## config.mk

```make
export PLATFORM = sky130hd
export DESIGN_NAME = stream_upsize_arb_flat
export DESIGN_NICKNAME = d
export VERILOG_FILES = /design/src/rtl/stream_upsize_arb_if.sv /design/src/rtl/stream_upsize_arb.sv /design/src/flat_wrapper.sv
export SDC_FILE = /design/constraint.sdc
export NUM_CORES = 1
export LEC_CHECK = 0
export ABC_AREA = 1
export BUFFER_PORTS_ARGS = -buffer_cell sky130_fd_sc_hd__buf_2
export CAP_MARGIN = 20
export CORE_MARGIN = 1.5
export CORE_UTILIZATION = 40
export CTS_CLUSTER_DIAMETER = 30
export CTS_CLUSTER_SIZE = 16
export DETAILED_ROUTE_END_ITERATION = 8
export GPL_ROUTABILITY_DRIVEN = 0
export PLACE_DENSITY = 0.71
export SLEW_MARGIN = 20
export SYNTH_ARGS = -nofsm -noshare
export SYNTH_HDL_FRONTEND = slang
export SYNTH_SLANG_ARGS = --single-unit
```

## constraint.sdc

```tcl
create_clock -name clk -period 1.9 [get_ports clk]
set_clock_uncertainty 0.2 [all_clocks]
set_input_delay 0.19 -clock clk [delete_from_list [all_inputs] [get_ports clk]]
set_output_delay 0.19 -clock clk [all_outputs]
set_load 0.05 [all_outputs]
```

## src/rtl/stream_upsize_arb_if.sv

```systemverilog
// rtl/stream_upsize_arb_if.sv - source-side and upsizer-side stream bundle for stream_upsize_arb
interface stream_upsize_arb_if #(
  parameter int T_DATA_WIDTH = 4,
  parameter int N_SRC        = 4
);
  localparam int ID_WIDTH = $clog2(N_SRC);

  logic [T_DATA_WIDTH-1:0] s_data_i [N_SRC];
  logic [N_SRC-1:0]        s_last_i;
  logic [N_SRC-1:0]        s_valid_i;
  logic [N_SRC-1:0]        s_ready_o;
  logic [T_DATA_WIDTH-1:0] m_data_o;
  logic                    m_last_o;
  logic                    m_valid_o;
  logic                    m_ready_i;
  logic [ID_WIDTH-1:0]     m_id_o;
  logic [N_SRC-1:0]        grant_o;
  logic                    busy_o;

  // Arbiter view: consumes source beats, drives the shared upsizer port.
  modport slave (
    input  s_data_i, s_last_i, s_valid_i, m_ready_i,
    output s_ready_o, m_data_o, m_last_o, m_valid_o, m_id_o, grant_o, busy_o
  );

  // Environment view: sources plus the downstream upsizer.
  modport master (
    output s_data_i, s_last_i, s_valid_i, m_ready_i,
    input  s_ready_o, m_data_o, m_last_o, m_valid_o, m_id_o, grant_o, busy_o
  );
endinterface

```

## src/rtl/stream_upsize_arb.sv

```systemverilog
// rtl/stream_upsize_arb.sv - packet-granular round-robin arbiter in front of stream_upsize
module stream_upsize_arb #(
  parameter int T_DATA_WIDTH = 4,
  parameter int N_SRC        = 4
) (
  input  logic                clk,
  input  logic                rst,
  stream_upsize_arb_if.slave  bus
);
  localparam int ID_WIDTH = $clog2(N_SRC);

  typedef enum logic {
    IDLE = 1'b0,
    BUSY = 1'b1
  } state_t;

  state_t              state_q, state_d;
  logic [ID_WIDTH-1:0] rr_ptr_q, rr_ptr_d;
  logic [ID_WIDTH-1:0] id_q, id_d;
  logic [N_SRC-1:0]    grant_q, grant_d;

  logic [ID_WIDTH-1:0] winner;
  logic                any_valid;
  logic                last_hs;

  // Round-robin search from rr_ptr; scanning backwards lets the nearest requester win.
  always_comb begin
    int idx;
    idx       = 0;
    winner    = '0;
    any_valid = 1'b0;
    for (int k = N_SRC - 1; k >= 0; k--) begin
      idx = (int'(rr_ptr_q) + k) % N_SRC;
      if (bus.s_valid_i[ID_WIDTH'(idx)]) begin
        winner    = ID_WIDTH'(idx);
        any_valid = 1'b1;
      end
    end
  end

  // Final beat of the granted packet is accepted by the upsizer.
  always_comb begin
    last_hs = 1'b0;
    if (state_q == BUSY) begin
      last_hs = bus.s_valid_i[id_q] & bus.m_ready_i & bus.s_last_i[id_q];
    end
  end

  // Next-state: grant locks on entry to BUSY and is released only by the last-beat handshake.
  always_comb begin
    state_d  = state_q;
    rr_ptr_d = rr_ptr_q;
    id_d     = id_q;
    grant_d  = grant_q;
    unique case (state_q)
      IDLE: begin
        if (any_valid) begin
          state_d = BUSY;
          id_d    = winner;
          grant_d = N_SRC'(1) << winner;
        end
      end
      BUSY: begin
        if (last_hs) begin
          state_d  = IDLE;
          grant_d  = '0;
          rr_ptr_d = (id_q == ID_WIDTH'(N_SRC - 1)) ? '0 : id_q + ID_WIDTH'(1);
        end
      end
      default: begin
        state_d = IDLE;
        grant_d = '0;
      end
    endcase
  end

  // Zero-latency mux of the granted source onto the upsizer port; nothing moves in IDLE.
  always_comb begin
    bus.m_data_o  = '0;
    bus.m_last_o  = 1'b0;
    bus.m_valid_o = 1'b0;
    bus.s_ready_o = '0;
    if (state_q == BUSY) begin
      bus.m_data_o  = bus.s_data_i[id_q];
      bus.m_last_o  = bus.s_last_i[id_q];
      bus.m_valid_o = bus.s_valid_i[id_q];
      bus.s_ready_o = grant_q & {N_SRC{bus.m_ready_i}};
    end
  end

  assign bus.grant_o = grant_q;
  assign bus.m_id_o  = id_q;
  assign bus.busy_o  = (state_q == BUSY);

  // State and grant registers; reset abandons any packet in flight.
  always_ff @(posedge clk) begin
    if (rst) begin
      state_q  <= IDLE;
      rr_ptr_q <= '0;
      id_q     <= '0;
      grant_q  <= '0;
    end else begin
      state_q  <= state_d;
      rr_ptr_q <= rr_ptr_d;
      id_q     <= id_d;
      grant_q  <= grant_d;
    end
  end
endmodule

```

## src/flat_wrapper.sv

```systemverilog
// flat-port wrapper written by rule: the top's interface ports become plain ports
module stream_upsize_arb_flat 
#(
  parameter int T_DATA_WIDTH = 4,
  parameter int N_SRC        = 4
)
  (clk, rst, bus_s_data_i, bus_s_last_i, bus_s_valid_i, bus_m_ready_i, bus_s_ready_o, bus_m_data_o, bus_m_last_o, bus_m_valid_o, bus_m_id_o, bus_grant_o, bus_busy_o);
  stream_upsize_arb_if #(.T_DATA_WIDTH(T_DATA_WIDTH), .N_SRC(N_SRC)) bus_i ();
  input  logic clk;
  input  logic rst;
  input wire logic [$bits(bus_i.s_data_i)-1:0] bus_s_data_i;
  input wire logic [$bits(bus_i.s_last_i)-1:0] bus_s_last_i;
  input wire logic [$bits(bus_i.s_valid_i)-1:0] bus_s_valid_i;
  input wire logic [$bits(bus_i.m_ready_i)-1:0] bus_m_ready_i;
  output wire logic [$bits(bus_i.s_ready_o)-1:0] bus_s_ready_o;
  output wire logic [$bits(bus_i.m_data_o)-1:0] bus_m_data_o;
  output wire logic [$bits(bus_i.m_last_o)-1:0] bus_m_last_o;
  output wire logic [$bits(bus_i.m_valid_o)-1:0] bus_m_valid_o;
  output wire logic [$bits(bus_i.m_id_o)-1:0] bus_m_id_o;
  output wire logic [$bits(bus_i.grant_o)-1:0] bus_grant_o;
  output wire logic [$bits(bus_i.busy_o)-1:0] bus_busy_o;
  assign bus_i.s_data_i = {>>{bus_s_data_i}};
  assign bus_i.s_last_i = bus_s_last_i;
  assign bus_i.s_valid_i = bus_s_valid_i;
  assign bus_i.m_ready_i = bus_m_ready_i;
  assign bus_s_ready_o = bus_i.s_ready_o;
  assign bus_m_data_o = bus_i.m_data_o;
  assign bus_m_last_o = bus_i.m_last_o;
  assign bus_m_valid_o = bus_i.m_valid_o;
  assign bus_m_id_o = bus_i.m_id_o;
  assign bus_grant_o = bus_i.grant_o;
  assign bus_busy_o = bus_i.busy_o;
  stream_upsize_arb #(.T_DATA_WIDTH(T_DATA_WIDTH), .N_SRC(N_SRC)) u_core (.clk(clk), .rst(rst), .bus(bus_i));
endmodule
```

### Yosys cells after proc, flatten, opt, wreduce, memory -nomap -nowiden

Index checks and enable logic that the tools add are counted.

* add/subtract/negate cells: 4
* order comparisons: 6
* equal/unequal tests: 3
* shift-type cells: 1
* multiplexer cells: 39
* bitwise operators: 5
* reduce and logical (&&, ||, !) cells: 3

Operators with widths (number)
* 2-to-1 mux 4 bit: 6
* 2-to-1 mux 1 bit: 19
* less-than comparator 2 x 4 -> 1 bit (second input constant): 4
* binary-select mux 1 bit (select 2 bit): 6
* 2-to-1 mux 2 bit: 5
* binary-select mux 4 bit (select 2 bit): 1
* case mux 4 bit (2 select lines): 1
* AND reduction 2 bit: 3
* adder 2 x 1 -> 2 bit (second input constant): 2
* adder 2 bit (second input constant): 2
* bitwise AND 4 bit: 1
* left shift 1 x 2 -> 4 bit (first input constant): 1
* greater-or-equal comparator 3 bit (second input constant): 1
* less-than comparator 2 x 3 -> 1 bit (second input constant): 1
* NOT 2 -> 3 bit: 1
* bitwise AND 1 bit: 2
* equality test 2 bit (second input constant): 1
* inequality test 2 x 1 -> 1 bit (second input constant): 1
* inequality test 2 bit (second input constant): 1
* case mux 1 bit (2 select lines): 1
* NOT 1 bit: 1

* register bits after elaboration: 9
* input bits: 27
* output and inout port bits: 17

### Longest topological paths before layout

* word-level depth: 11
* gate-level depth with buffers: 13

### Worst setup path after synthesis

Ideal clock, no wire load.

* path type: reg-to-reg
* from: reg u_core.id_q[1], in the netlist u_core.bus.m_id_o[1]
* to: reg u_core.grant_q[2], in the netlist u_core.bus.grant_o[2]
* library setup time: 118 ps
* data arrival time: 2076 ps
* setup slack: -493 ps
* stages on the path, launching flop included: 11
* buffers on the path: 1
* cell sequence: dfxtp_1 -> buf_2 -> inv_2 -> nor2_1 -> o21ai_2 -> a21oi_2 -> nand2_4 -> inv_2 -> nor2_4 -> nand2_1 -> a21oi_1

* longest elaborated chain between the ends: 7

RTL lines
* from (decl): RTL line stream_upsize_arb.sv:19 `logic [ID_WIDTH-1:0] id_q, id_d;`
* from (signal assigned): RTL line stream_upsize_arb.sv:105 `id_q <= id_d;`
* binary-select mux 1 bit (select 2 bit): RTL line stream_upsize_arb.sv:45 `last_hs = bus.s_valid_i[id_q] & bus.m_ready_i & bus.s_last_i[id_q];`
* 2-to-1 mux 1 bit (implied by the code): RTL line stream_upsize_arb.sv:45
* bitwise AND 1 bit: RTL line stream_upsize_arb.sv:45
* bitwise AND 1 bit *: RTL line stream_upsize_arb.sv:45
* 2-to-1 mux 1 bit *: RTL line stream_upsize_arb.sv:44 `if (state_q == BUSY) begin`
* inequality test 2 bit (no line) *
* AND reduction 2 bit (no line) *
* to (signal assigned): RTL line stream_upsize_arb.sv:106 `grant_q <= grant_d;`
* to (decl): RTL line stream_upsize_arb.sv:20 `logic [N_SRC-1:0] grant_q, grant_d;`

Mark *: on every way between the ends. The rest lies on a longest branch, timed or not. The select of a mux whose other input is x is not followed.
A chain may end at the register's enable or synchronous reset.

### Worst setup path after layout

* from: reg u_core.state_q, in the netlist u_core.bus.busy_o
* to: out bus_m_last_o

* longest elaborated chain between the ends: 1

RTL lines
* from (decl): RTL line stream_upsize_arb.sv:17 `state_t state_q, state_d;`
* from (signal assigned): RTL line stream_upsize_arb.sv:103 `state_q <= state_d;`
* 2-to-1 mux 1 bit: RTL line stream_upsize_arb.sv:83 `if (state_q == BUSY) begin`
* to (decl): RTL line flat_wrapper.sv:17 `output wire logic [$bits(bus_i.m_last_o)-1:0] bus_m_last_o;`

No other way between the ends.

==> flow_summary.ini <==
[run_status]
status = complete, no violations

[pwr]
p_leak_nw = 0.6528
p_per_area_nw_per_um2 = 738.8
total_power_mw = 0.9142
vdd_drop_max_mv = 0.4222

[finish]
layout_common_cells = nand2_1, buf_2, nor2_1
antenna_cells = 0
synthToLayoutAreaGrowth_pct = 42.10
layout.cells.most_common = nand2_1
nets = 233
layout-drive-gt1-share = 0.4118

[setup_path]
crit_chain = clkinvlp_4 > buf_4 > a21oi_4 > clkbuf_4
critPathCaptureType = primary output
crit_start = u_core.bus.busy_o
path_buf_inv = 3
critical_path_class = reg2out
cp_top_family = buffers and inverters
r2r-start = u_core.rr_ptr_q[1]
crit_path_max_incr_delay_ps = 380
arrival_ps = 1410
critical_path.startpoint_type = flip-flop
crit_fanout = 8
r2r_setup_slack_ps = 160
required_ps = 1510
cp_slowest_cell = dfxtp_2

[synth]
ys_seq_area_frac = 0.2069
yosys_warnings = 0
avgSynthCellArea_sq_um = 5.655
async_flop_share = 0
syn-num-nets = 182
syn_area_sq_um = 870.8
syn_inst = 154
ys_ff_latch = 9
synth-edff-count = 0
netlist-cell-type-count = 21
synth_top_flop_cell = dfxtp_1

[routing]
firstDrtPassIters = 4
detail-route-antenna-nets = 0
wl_per_cell_um = 10.06
vias = 1098
drc = 0
vias_per_cell = 4.753
drt_wl_total_um = 2324
first_iter_violations = 20

[floorplan]
rows = 16
initial_core_util = 0.4350
die_w_um = 49.66
die_height_um = 49.66
core-area_sq_um = 2002
io_pins = 44
dieArea_sq_um = 2466

[cts]
clock-sinks = 9
cts_tree = yes
root_buffer = clkbuf_4
clkLatencyLatePin_ps = 260
cts.htree.levels = 1
cts_buffer_depth = 2
clk_pin_slew_worst_paths_ps = 60
cts_buffers = 3

[sta]
worstMarginPinSlew_ps = 321.0
fin_crit_ps = 1797
worst_slack_ps = 103.0
slew_headroom = 0.7860
fmax_mhz = 556.5
hold_viol_final = 0
finalHoldWorstSlack_ps = 178.0
setup_viol = 0
rsz0062_at_grt = no
maxSlewViolCount = 0
period_share = 0.9458
setup_tns_ps = 0

[job]
max_cap_viol_count = 0

[placement]
dpl.hpwl_um = 1875
dp_slack_ps = 81.73
numPortBuffers = 43

[global_route]
grt_pass1_vias = 930
grt_max_degree = 12
grt_usage = 0.1954
gr-total-overflow = 0
grt_first_pass_wirelength_um = 3850
antenna_found_initial = 0

[min_path]
holdCritPathClass = in2reg
worstHoldStart = bus_m_ready_i
[where the power goes]
| part | switching [mW] | total, mW | internal, mW |
|---|---|---|---|
| registers | 0.0324 | 0.244 | 0.211 |
| logic | 0.349 | 0.520 | 0.171 |
| clock network | 0.0690 | 0.150 | 0.0811 |
[layer usage]
layer  GRT usage  vias to the layer above  routed length (um)  share of wire
met4     0.01389                        0                   0              0
met5           0                        -                   0              0
met3     0.05455                        0                 120          0.052
met2      0.3378                       35                1150           0.49
met1      0.2509                      477                1052           0.45
li1            -                      586                   -              -
[metrics by stage]
step           std cells  utilization  cell area, sq um
4_1_cts              226       0.5925              1186
3_3_place_gp         221       0.5675              1136
3_5_place_dp         221       0.5675              1136
6_report             231       0.6181              1237
5_1_grt              231       0.6181              1237
2_1_floorplan        154            -             914.6
[cells in the mapped netlist, types with 2 or more instances]
cell type  instances  area (sq um)
inv_1             12         45.04
buf_6              2         22.52
buf_2              2         10.01
nand3_1            5         25.02
nor2_1            31         116.4
a21oi_1           17         85.08
o21ai_0           13         65.06
nand2_1           40         150.1
o21ai_1            2         10.01
nand4_1            2         12.51
inv_2              4         15.01
nor2_4             2         22.52
dfxtp_1            9         180.2
nand2_2            6         37.54
[final cells by class]
cell class	instances	area, sq um
Fill cell	196	764.5
Tap cell	27	33.78
Inverter	17	72.57
Timing Repair Buffer	51	297.8
Clock buffer	4	26.28
Sequential cell	9	190.2
Multi-Input combinational cell	123	616.8
[worst reg2reg max path, stage by stage, from the launching register on]
cell and delay [ps]:
dfxtp_1 440, inv_2 80, nand2_1 70, nand2_1 70
nand2_1 90, nand2_1 100, nor2_4 140, nor2_1 60
nand2_1 130, nand2_2 80, a21oi_1 130, nor2_1 60
[sequential cells by signal, indices dropped and copies added, names as in the netlist]
signal and flops:
u_core.bus.grant_o 4, u_core.bus.m_id_o 2, u_core.rr_ptr_q 2, u_core.bus.busy_o 1
[cell families after synthesis]
kind of cell	Yosys count	share of synthesized area
AOI/OAI and AO/OA	35	0.2227
adders and majority gates	1	0.01437
buffers and inverters	22	0.1250
DFF	9	0.2069
and+or+nand+nor	87	0.4310
[timing repair]
action,in CTS,in global routing
hold buffers,1,0
hold endpoints to repair,5,0
pin swaps,0,0
gates resized for setup,5,8
buffers inserted,0,5
setup endpoints to repair,4,14
[path summary, 6_finish.rpt]
kind                      endpoint  cells after the start
max reg2reg   u_core.bus.m_id_o[0]                     11
max                   bus_m_last_o                      4
min             u_core.rr_ptr_q[0]                      5
min reg2reg  u_core.bus.grant_o[1]                      2
Power figures use the tool's default switching activity.
